## src/rtl/hazard_pkg.sv

```systemverilog
// rtl/hazard_pkg.sv - shared encodings for the forwarding and hazard controller
// Forwarding-select codes, MCU scoreboard states and stall-cause bit positions.
package hazard_pkg;

    localparam logic [1:0] FWD_RF  = 2'b00;
    localparam logic [1:0] FWD_MEM = 2'b10;
    localparam logic [1:0] FWD_WB  = 2'b01;

    typedef enum logic {
        MC_IDLE = 1'b0,
        MC_BUSY = 1'b1
    } mc_state_t;

    localparam int CAUSE_LOAD_USE  = 0;
    localparam int CAUSE_MC_RAW    = 1;
    localparam int CAUSE_MC_STRUCT = 2;
    localparam int CAUSE_W         = 3;

    // Down-counter width; MCU latency is at most 15 cycles.
    localparam int MC_CNT_W = 4;

endpackage

```

## src/rtl/fwd_select.sv

```systemverilog
// rtl/fwd_select.sv - forwarding mux select for one EX-stage source operand
// Ports:
//   rs               EX-stage source register of this operand
//   ex_mem_regwrite  EX/MEM instruction writes a register
//   ex_mem_rd        EX/MEM destination
//   mem_wb_regwrite  MEM/WB instruction writes a register
//   mem_wb_rd        MEM/WB destination
//   sel              FWD_RF / FWD_MEM / FWD_WB
module fwd_select
    import hazard_pkg::*;
#(
    parameter int REG_AW = 5
) (
    input  logic [REG_AW-1:0] rs,
    input  logic              ex_mem_regwrite,
    input  logic [REG_AW-1:0] ex_mem_rd,
    input  logic              mem_wb_regwrite,
    input  logic [REG_AW-1:0] mem_wb_rd,
    output logic [1:0]        sel
);

    // The younger EX/MEM result wins over MEM/WB; x0 is hardwired zero and never forwarded.
    always_comb begin
        sel = FWD_RF;
        if (ex_mem_regwrite && (ex_mem_rd != '0) && (rs == ex_mem_rd)) begin
            sel = FWD_MEM;
        end else if (mem_wb_regwrite && (mem_wb_rd != '0) && (rs == mem_wb_rd)) begin
            sel = FWD_WB;
        end
    end

endmodule

```

## src/rtl/fwd_hazard_unit.sv

```systemverilog
// rtl/fwd_hazard_unit.sv - operand forwarding, stall detection and MCU scoreboard
// Ports:
//   clk, rst_n                     rising-edge clock, synchronous active-low reset
//   ex_rs                          EX source regs, operand i at [i*REG_AW +: REG_AW]
//   id_rs, id_rs_valid, id_is_mc   ID source regs, read enables, ID op uses the MCU
//   ID_EX_MemRead, ID_EX_rd        load in EX and its destination
//   EX_MEM_*, MEM_WB_*             writeback info of the later stages
//   mc_issue, mc_issue_rd          MCU op leaving EX this cycle and its destination
//   fwd_sel                        per-operand forwarding select, 2 bits each
//   stall, stall_cause             stall request and {mc_struct, mc_raw, load_use}
//   mc_busy, mc_done, mc_rd        MCU scoreboard state
//   stall_cnt                      saturating count of stalled cycles
//   err_overlap                    sticky: MCU issue seen while busy
module fwd_hazard_unit
    import hazard_pkg::*;
#(
    parameter int NUM_SRC = 2,
    parameter int REG_AW  = 5,
    parameter int MC_LAT  = 4,
    parameter int PERF_W  = 32
) (
    input  logic                      clk,
    input  logic                      rst_n,
    input  logic [NUM_SRC*REG_AW-1:0] ex_rs,
    input  logic [NUM_SRC*REG_AW-1:0] id_rs,
    input  logic [NUM_SRC-1:0]        id_rs_valid,
    input  logic                      id_is_mc,
    input  logic                      ID_EX_MemRead,
    input  logic [REG_AW-1:0]         ID_EX_rd,
    input  logic                      EX_MEM_RegWrite,
    input  logic [REG_AW-1:0]         EX_MEM_rd,
    input  logic                      MEM_WB_RegWrite,
    input  logic [REG_AW-1:0]         MEM_WB_rd,
    input  logic                      mc_issue,
    input  logic [REG_AW-1:0]         mc_issue_rd,
    output logic [NUM_SRC*2-1:0]      fwd_sel,
    output logic                      stall,
    output logic [2:0]                stall_cause,
    output logic                      mc_busy,
    output logic                      mc_done,
    output logic [REG_AW-1:0]         mc_rd,
    output logic [PERF_W-1:0]         stall_cnt,
    output logic                      err_overlap
);

    mc_state_t             state;
    logic [MC_CNT_W-1:0]   cnt;

    // EX-stage forwarding, one selector per operand.
    for (genvar i = 0; i < NUM_SRC; i++) begin : g_fwd
        fwd_select #(.REG_AW(REG_AW)) u_fwd_select (
            .rs              (ex_rs[i*REG_AW +: REG_AW]),
            .ex_mem_regwrite (EX_MEM_RegWrite),
            .ex_mem_rd       (EX_MEM_rd),
            .mem_wb_regwrite (MEM_WB_RegWrite),
            .mem_wb_rd       (MEM_WB_rd),
            .sel             (fwd_sel[i*2 +: 2])
        );
    end

    assign mc_busy = (state == MC_BUSY);
    assign mc_done = mc_busy && (cnt == '0);

    // ID-stage hazard detection. An MCU op issuing from IDLE is already in EX,
    // so only the registered busy state can stall ID.
    always_comb begin
        logic              load_use;
        logic              mc_raw;
        logic              match;
        logic [REG_AW-1:0] rs;
        load_use = 1'b0;
        mc_raw   = 1'b0;
        match    = 1'b0;
        rs       = '0;
        for (int i = 0; i < NUM_SRC; i++) begin
            rs    = id_rs[i*REG_AW +: REG_AW];
            match = id_rs_valid[i] && (rs != '0);
            if (match && (rs == ID_EX_rd)) begin
                load_use = 1'b1;
            end
            if (match && (rs == mc_rd)) begin
                mc_raw = 1'b1;
            end
        end
        stall_cause                  = '0;
        stall_cause[CAUSE_LOAD_USE]  = load_use && ID_EX_MemRead && (ID_EX_rd != '0);
        // Still asserted on the done cycle: the result is not in the regfile yet.
        stall_cause[CAUSE_MC_RAW]    = mc_raw && mc_busy && (mc_rd != '0);
        stall_cause[CAUSE_MC_STRUCT] = mc_busy && id_is_mc;
        stall                        = |stall_cause;
    end

    // MCU scoreboard. A second issue while busy is flagged and dropped so the
    // original op still completes with its own destination.
    always_ff @(posedge clk) begin
        if (!rst_n) begin
            state       <= MC_IDLE;
            cnt         <= '0;
            mc_rd       <= '0;
            err_overlap <= 1'b0;
        end else begin
            case (state)
                MC_IDLE: begin
                    if (mc_issue) begin
                        state <= MC_BUSY;
                        cnt   <= MC_CNT_W'(MC_LAT - 1);
                        mc_rd <= mc_issue_rd;
                    end
                end
                MC_BUSY: begin
                    if (mc_issue) begin
                        err_overlap <= 1'b1;
                    end
                    if (cnt == '0) begin
                        state <= MC_IDLE;
                    end else begin
                        cnt <= cnt - 1'b1;
                    end
                end
                default: state <= MC_IDLE;
            endcase
        end
    end

    always_ff @(posedge clk) begin
        if (!rst_n) begin
            stall_cnt <= '0;
        end else if (stall && (stall_cnt != '1)) begin
            stall_cnt <= stall_cnt + PERF_W'(1);
        end
    end

endmodule

```

## config.mk

```make
export PLATFORM = sky130hd
export DESIGN_NAME = fwd_hazard_unit
export DESIGN_NICKNAME = d
export VERILOG_FILES = /design/src/rtl/hazard_pkg.sv /design/src/rtl/fwd_select.sv /design/src/rtl/fwd_hazard_unit.sv
export SDC_FILE = /design/constraint.sdc
export NUM_CORES = 1
export LEC_CHECK = 0
export CAP_MARGIN = 10
export CORE_MARGIN = 2
export CORE_UTILIZATION = 45
export DETAILED_ROUTE_END_ITERATION = 8
export PLACE_DENSITY = 0.81
export SYNTH_ARGS = -nofsm -noshare
export SYNTH_HDL_FRONTEND = slang
export SYNTH_SLANG_ARGS = --single-unit
```

## constraint.sdc

```tcl
create_clock -name clk -period 2.5 [get_ports clk]
set_input_delay 0.5 -clock clk [delete_from_list [all_inputs] [get_ports clk]]
set_output_delay 0.5 -clock clk [all_outputs]
set_load 0.03 [all_outputs]
```

Yosys cells after proc, flatten, opt, wreduce, memory -nomap -nowiden
Cells that the tools add are included.
- bits of input ports: 49
- output and inout bits: 48
- register bits after elaboration: 43
- word-level logic and storage cells: 63
- equality and inequality tests: 11
- muxes and demuxes: 14
- reduce and logical (&&, ||, !) cells: 30
- add/subtract/negate cells: 2
- bitwise operators: 1
- operator list (operator ; number):
    5-bit equality test ; 8
    32-bit by 1-bit adder with 32-bit output (second input constant) ; 1
    32-bit != test (second input constant) ; 1
    5-bit nonzero test ; 6
    1-bit logical AND ; 19
    1-bit 2-to-1 mux ; 8
    4-bit 2-to-1 mux ; 2
    4-bit one-hot mux with 2 select lines ; 1
    2-bit AND reduction ; 3
    4-bit zero test ; 1
    2-bit 2-to-1 mux ; 2
    2-bit != test (second input constant) ; 2
    4-bit by 1-bit subtractor with 4-bit output (second input constant) ; 1
    3-bit OR reduction ; 1
    1-bit one-hot mux with 2 select lines ; 1
    1-bit inverter ; 1

Longest topological paths before layout
- depth after elaboration: 9
- depth in mapped cells: 9
- mapped depth without buffers: 7

Modules after synthesis
From an unflattened synthesis, not the netlist that was laid out.
- cells, all modules: 334
- area, all modules: 2670.1 um^2
- by module, submodules not included (module ; area an instance (um^2) ; times used ; sequential area each (um^2) ; cells an instance):
    fwd_hazard_unit ; 2367.3 ; 1 ; 860.8 ; 294
    fwd_select ; 151.4 ; 2 ; 0.0 ; 20

Worst setup path before layout
No wires, ideal clock.
- kind: input -> output
- start point: input EX_MEM_rd[0]
- end point: output fwd_sel[0]
- setup slack: -0.437 ns
- path buffers: 0
- required time: 2.000 ns
- cell stages on the path: 4
- arrival time: 2.437 ns
- path through: or4_1 o21ai_0 nor4_1 nor4_1
- cells in the longest elaborated chain, start to end: 4
- elaborated cells on any way between the ends: 5
- classes of those cells: 1 x eq/ne; 1 x mux; 3 x reduce/logical
- ends and longest elaborated chain (what ; line ; source):
    start: declaration ; fwd_hazard_unit.sv:31 ; input logic [REG_AW-1:0] EX_MEM_rd,
    5-bit nonzero test ; fwd_select.sv:25 ; if (ex_mem_regwrite && (ex_mem_rd != '0) && (rs == ex_mem_rd)) begin
    1-bit logical AND ; fwd_select.sv:25 ;
    1-bit logical AND (*) ; fwd_select.sv:25 ;
    2-bit 2-to-1 mux (*) ; fwd_select.sv:25 ;
    end: declaration ; fwd_hazard_unit.sv:36 ; output logic [NUM_SRC*2-1:0] fwd_sel,
Mark *: on every way between the ends. The rest lies on a longest branch, timed or not.

Final worst setup path
- start point: input ID_EX_rd[4]
- end point: output stall
- cells in the longest elaborated chain, start to end: 7
- elaborated cells on any way between the ends: 10
- classes of those cells: 2 x eq/ne; 2 x mux; 6 x reduce/logical
- ends and longest elaborated chain (what ; line ; source):
    start: declaration ; fwd_hazard_unit.sv:29 ; input logic [REG_AW-1:0] ID_EX_rd,
    5-bit equality test ; fwd_hazard_unit.sv:78 ; if (match && (rs == ID_EX_rd)) begin
    1-bit logical AND ; fwd_hazard_unit.sv:78 ;
    1-bit 2-to-1 mux (2 in a row) ; fwd_hazard_unit.sv:78 ;
    1-bit logical AND ; fwd_hazard_unit.sv:86 ; stall_cause[CAUSE_LOAD_USE] = load_use && ID_EX_MemRead && (ID_EX_rd != '0);
    1-bit logical AND (*) ; fwd_hazard_unit.sv:86 ;
    3-bit OR reduction (*) ; fwd_hazard_unit.sv:90 ; stall = |stall_cause;
    end: declaration ; fwd_hazard_unit.sv:37 ; output logic stall,
Marks and branches as above.

==> results.sh <==
export IMPL_status="finished, violations left"
export IMPL_violations="negative setup slack"
export IMPL_cp_num_buf_inv=2
export IMPL_fin_skew_ns=0.00604
export IMPL_utilization=0.777
export IMPL_grt_max_degree=27
export IMPL_slew_viol_final=0
export IMPL_synth_cell_types=37
export IMPL_required_ns=2.00
export IMPL_cts_htree_levels=2
export IMPL_placed_cells=532
export IMPL_cts_root_buffer="clkbuf_8"
export IMPL_antenna_left=0
export IMPL_synthTopCellsByArea="dfxtp_1, xnor2_1, a21oi_1, xor2_1, nand2_1"
export IMPL_synth_edf_count=0
export IMPL_fin_crit_ns=2.56
export IMPL_power_share_combinational=0.278
export IMPL_coreArea_um2=5540
export IMPL_die_x_um=80.0
export IMPL_pin_count=97
export IMPL_p_leak_nw=1.64
export IMPL_dieArea_um2=6400
export IMPL_async_flop_share=0
export IMPL_clk_latency_ns=0.29
export IMPL_synth_ff_type="dfxtp_1"
export IMPL_netlist_area_um2=2600
export IMPL_cts_sinks=43
export IMPL_numCtsBuffers=5
export IMPL_drc=0
export IMPL_maxSlewHeadroom=0.618
export IMPL_hold_viol=0
export IMPL_cellPowerDensity_nw_per_um2=368
export IMPL_path_cells="clkdlybuf4s15_1 > or4_4 > o21ai_4 > nor4_4 > nor3_2 > nand2_1 > buf_6"
export IMPL_critPathKind="input pin to output pin"
export IMPL_dr_pass1_iters=4
export IMPL_layout_setup_ws_ns=-0.0618
export IMPL_post_dp_hpwl_um=5820
export IMPL_drive_gt1_frac=0.262
export IMPL_postCtsHoldBufs=0
export IMPL_port_buffers=96
export IMPL_drt_iter0_drc=85
export IMPL_cpMaxStageDelayCell="or4_4"
export IMPL_maxCapViolCount=0
export IMPL_yosysTopAreaCell="dfxtp_1"
export IMPL_grt_total_usage=0.259
export IMPL_clockPowerShare=0.266
export IMPL_grt_pass1_wl_um=13200
export IMPL_clk_pin_slew_worst_paths_ns=0.07
export IMPL_ys_warn_count=0
export IMPL_slowest_delay_ns=0.48
export IMPL_fin_cells=545
export IMPL_pwr_share_seq=0.456
export IMPL_syn_area_per_cell_um2=7.90
export IMPL_finalCritPeriodShare=1.02
export IMPL_worst_slew_pin_slew_ns=0.571
export IMPL_gp_congestion=0.895
export IMPL_grt_pass1_vias=2965
export IMPL_nets=523
export IMPL_cp_top_family="simple AND/OR/NAND/NOR gates"
export IMPL_dpl_worst_slack_ns=-0.800
export IMPL_wl_per_cell_um=15.7
export IMPL_worstPathArrival_ns=2.06
export IMPL_cts_tree="yes"
export IMPL_initial_core_util=0.469
export IMPL_cp_max_fo=3
export IMPL_end_kind="output pin"
export IMPL_cts_max_path_buffers=2
export IMPL_hp_class="flop to flop"
export IMPL_startpoint_type="input pin"
export IMPL_syn_to_final_growth_pct=65.5
export IMPL_rsz0062_at_grt="true"
export IMPL_syn_inst=329
export IMPL_yosysSeqAreaShare=0.331
export IMPL_setup_viol=8
export IMPL_diodes=0
export IMPL_vdd_drop_max_mv=0.350
export IMPL_max_freq_mhz=390
export IMPL_vias_per_cell=5.55
export IMPL_finish_instance_area_um2=4300
export IMPL_yosys_register_bits=43
export IMPL_syn_nets=380
export IMPL_antenna_found_initial=0
export IMPL_grt_overflow=0
export IMPL_wl_um=8560
export IMPL_yosys_area_top_type_share=0.331
export IMPL_via_count=3025
export IMPL_intPower_mw=1.12
export IMPL_tns_ns=-0.219
export IMPL_rows=27
export IMPL_place_area_um2=4000
export IMPL_switching_power_mw=0.463
export IMPL_switching_share=0.292
export IMPL_die_y_um=80.0
worst reg2reg max path, stage by stage, from the launching register on:
cell and delay, ns:
dfxtp_1 0.48, xnor2_1 0.17, nand3_1 0.14, nor4_4 0.19, o221ai_2 0.16, buf_4 0.17
a21bo_4 0.22, buf_12 0.14, buf_4 0.14, or3_1 0.35, a21oi_1 0.14
cell usage in the layout (no fill, tap or decap), types with 5 or more instances in the layout:
master           Yosys  final
clkdlybuf4s50_1      0     55
nand3_1             15     13
xor2_1              18     18
dfxtp_1             43     43
buf_6                1     10
xnor2_1             24     19
or3_1               17     17
clkbuf_2             0      9
a21oi_1             33     30
nand4_1              7      7
buf_4                0     49
dlygate4sd2_1        0      6
or4_1               13      5
or4_4                0      8
nand2_1             38     38
and2_1               7      7
nand2b_1             5      5
mux2i_1              5      5
clkbuf_8             0      5
nor2_1              10     10
nor3_1               5      5
and3_1              12     12
inv_1                6      6
nor4_4               0      6
o31ai_1              5      5
o21ai_0             20     18
buf_2                4      9
synth_stat cells, types with 8 or more instances:
library cell / instances
dfxtp_1: 43
nand2_1: 38
a21oi_1: 33
xnor2_1: 24
o21ai_0: 20
xor2_1: 18
or3_1: 17
nand3_1: 15
or4_1: 13
and3_1: 12
nor2_1: 10
nor4_1: 9
clkbuf_1: 8
power by group through the flow:
stage          clock network (mW)  registers, mW  logic, mW
6_report                    0.421          0.723      0.441
5_1_grt                     0.468          0.725      0.473
4_1_cts                     0.430          0.722      0.414
3_5_place_dp                    0          0.737      0.388
3_3_place_gp                    0          0.736      0.380
2_1_floorplan                   0          0.752      0.160
per-layer routing:
metal / share of wire / GRT usage / wire length, um
met1: 0.40 / 0.307 / 3400
met2: 0.51 / 0.473 / 4390
met3: 0.068 / 0.0373 / 582
met4: 0.022 / 0.0864 / 187
met5: 0 / 0 / 0
area by class of cell:
type / instances / area [um2]
multi-input combinational: 266 / 1920
timing repair buffer: 149 / 1330
fill: 376 / 1240
sequential: 43 / 861
tap: 72 / 90.1
clock buffer: 7 / 76.3
inverter: 7 / 26.3
clock inverter: 1 / 5.00
logic make-up after synthesis:
logic type                 after synthesis  share of synthesized area
DFF                                     43                      0.331
adders and majority gates                2                    0.00962
buffers and inverters                   20                     0.0337
AOI/OAI and AO/OA                       71                      0.156
and+or+nand+nor                        145                      0.305
xor gates and xnor gates                42                      0.141
muxes                                    6                     0.0236
flip-flops by register name, summed over array words and instances, names as in the netlist:
signal	cells
stall_cnt	32
cnt	4
err_overlap	1
mc_rd	5
mc_busy	1
path summary, 6_finish.rpt:
kind | start | endpoint | slack [ns] | cells after the start
setup / recovery | ID_EX_rd[4] | stall | -0.06 | 7
hold / removal | err_overlap | err_overlap | 0.47 | 2
setup reg to reg | mc_rd[2] | stall_cnt[3] | 0.14 | 10
hold reg to reg | err_overlap | err_overlap | 0.47 | 2
metrics by stage:
| stage | total power [mW] | hold WS (ns) |
|---|---|---|
| after floorplan | 0.913 | 0.439 |
| after global placement | 1.12 | 0.449 |
| after detailed placement | 1.12 | 0.457 |
| after CTS | 1.57 | 0.474 |
| after global routing | 1.67 | 0.505 |
| final | 1.58 | 0.468 |
repair_timing:
action | 4_1_cts | 5_1_grt
gates cloned | 1 | 0
endpoints found under the setup margin | 38 | 29
resized for setup | 113 | 50
pin swaps | 26 | 25
buffers inserted | 5 | 1
(Power assumes the default switching activity.)
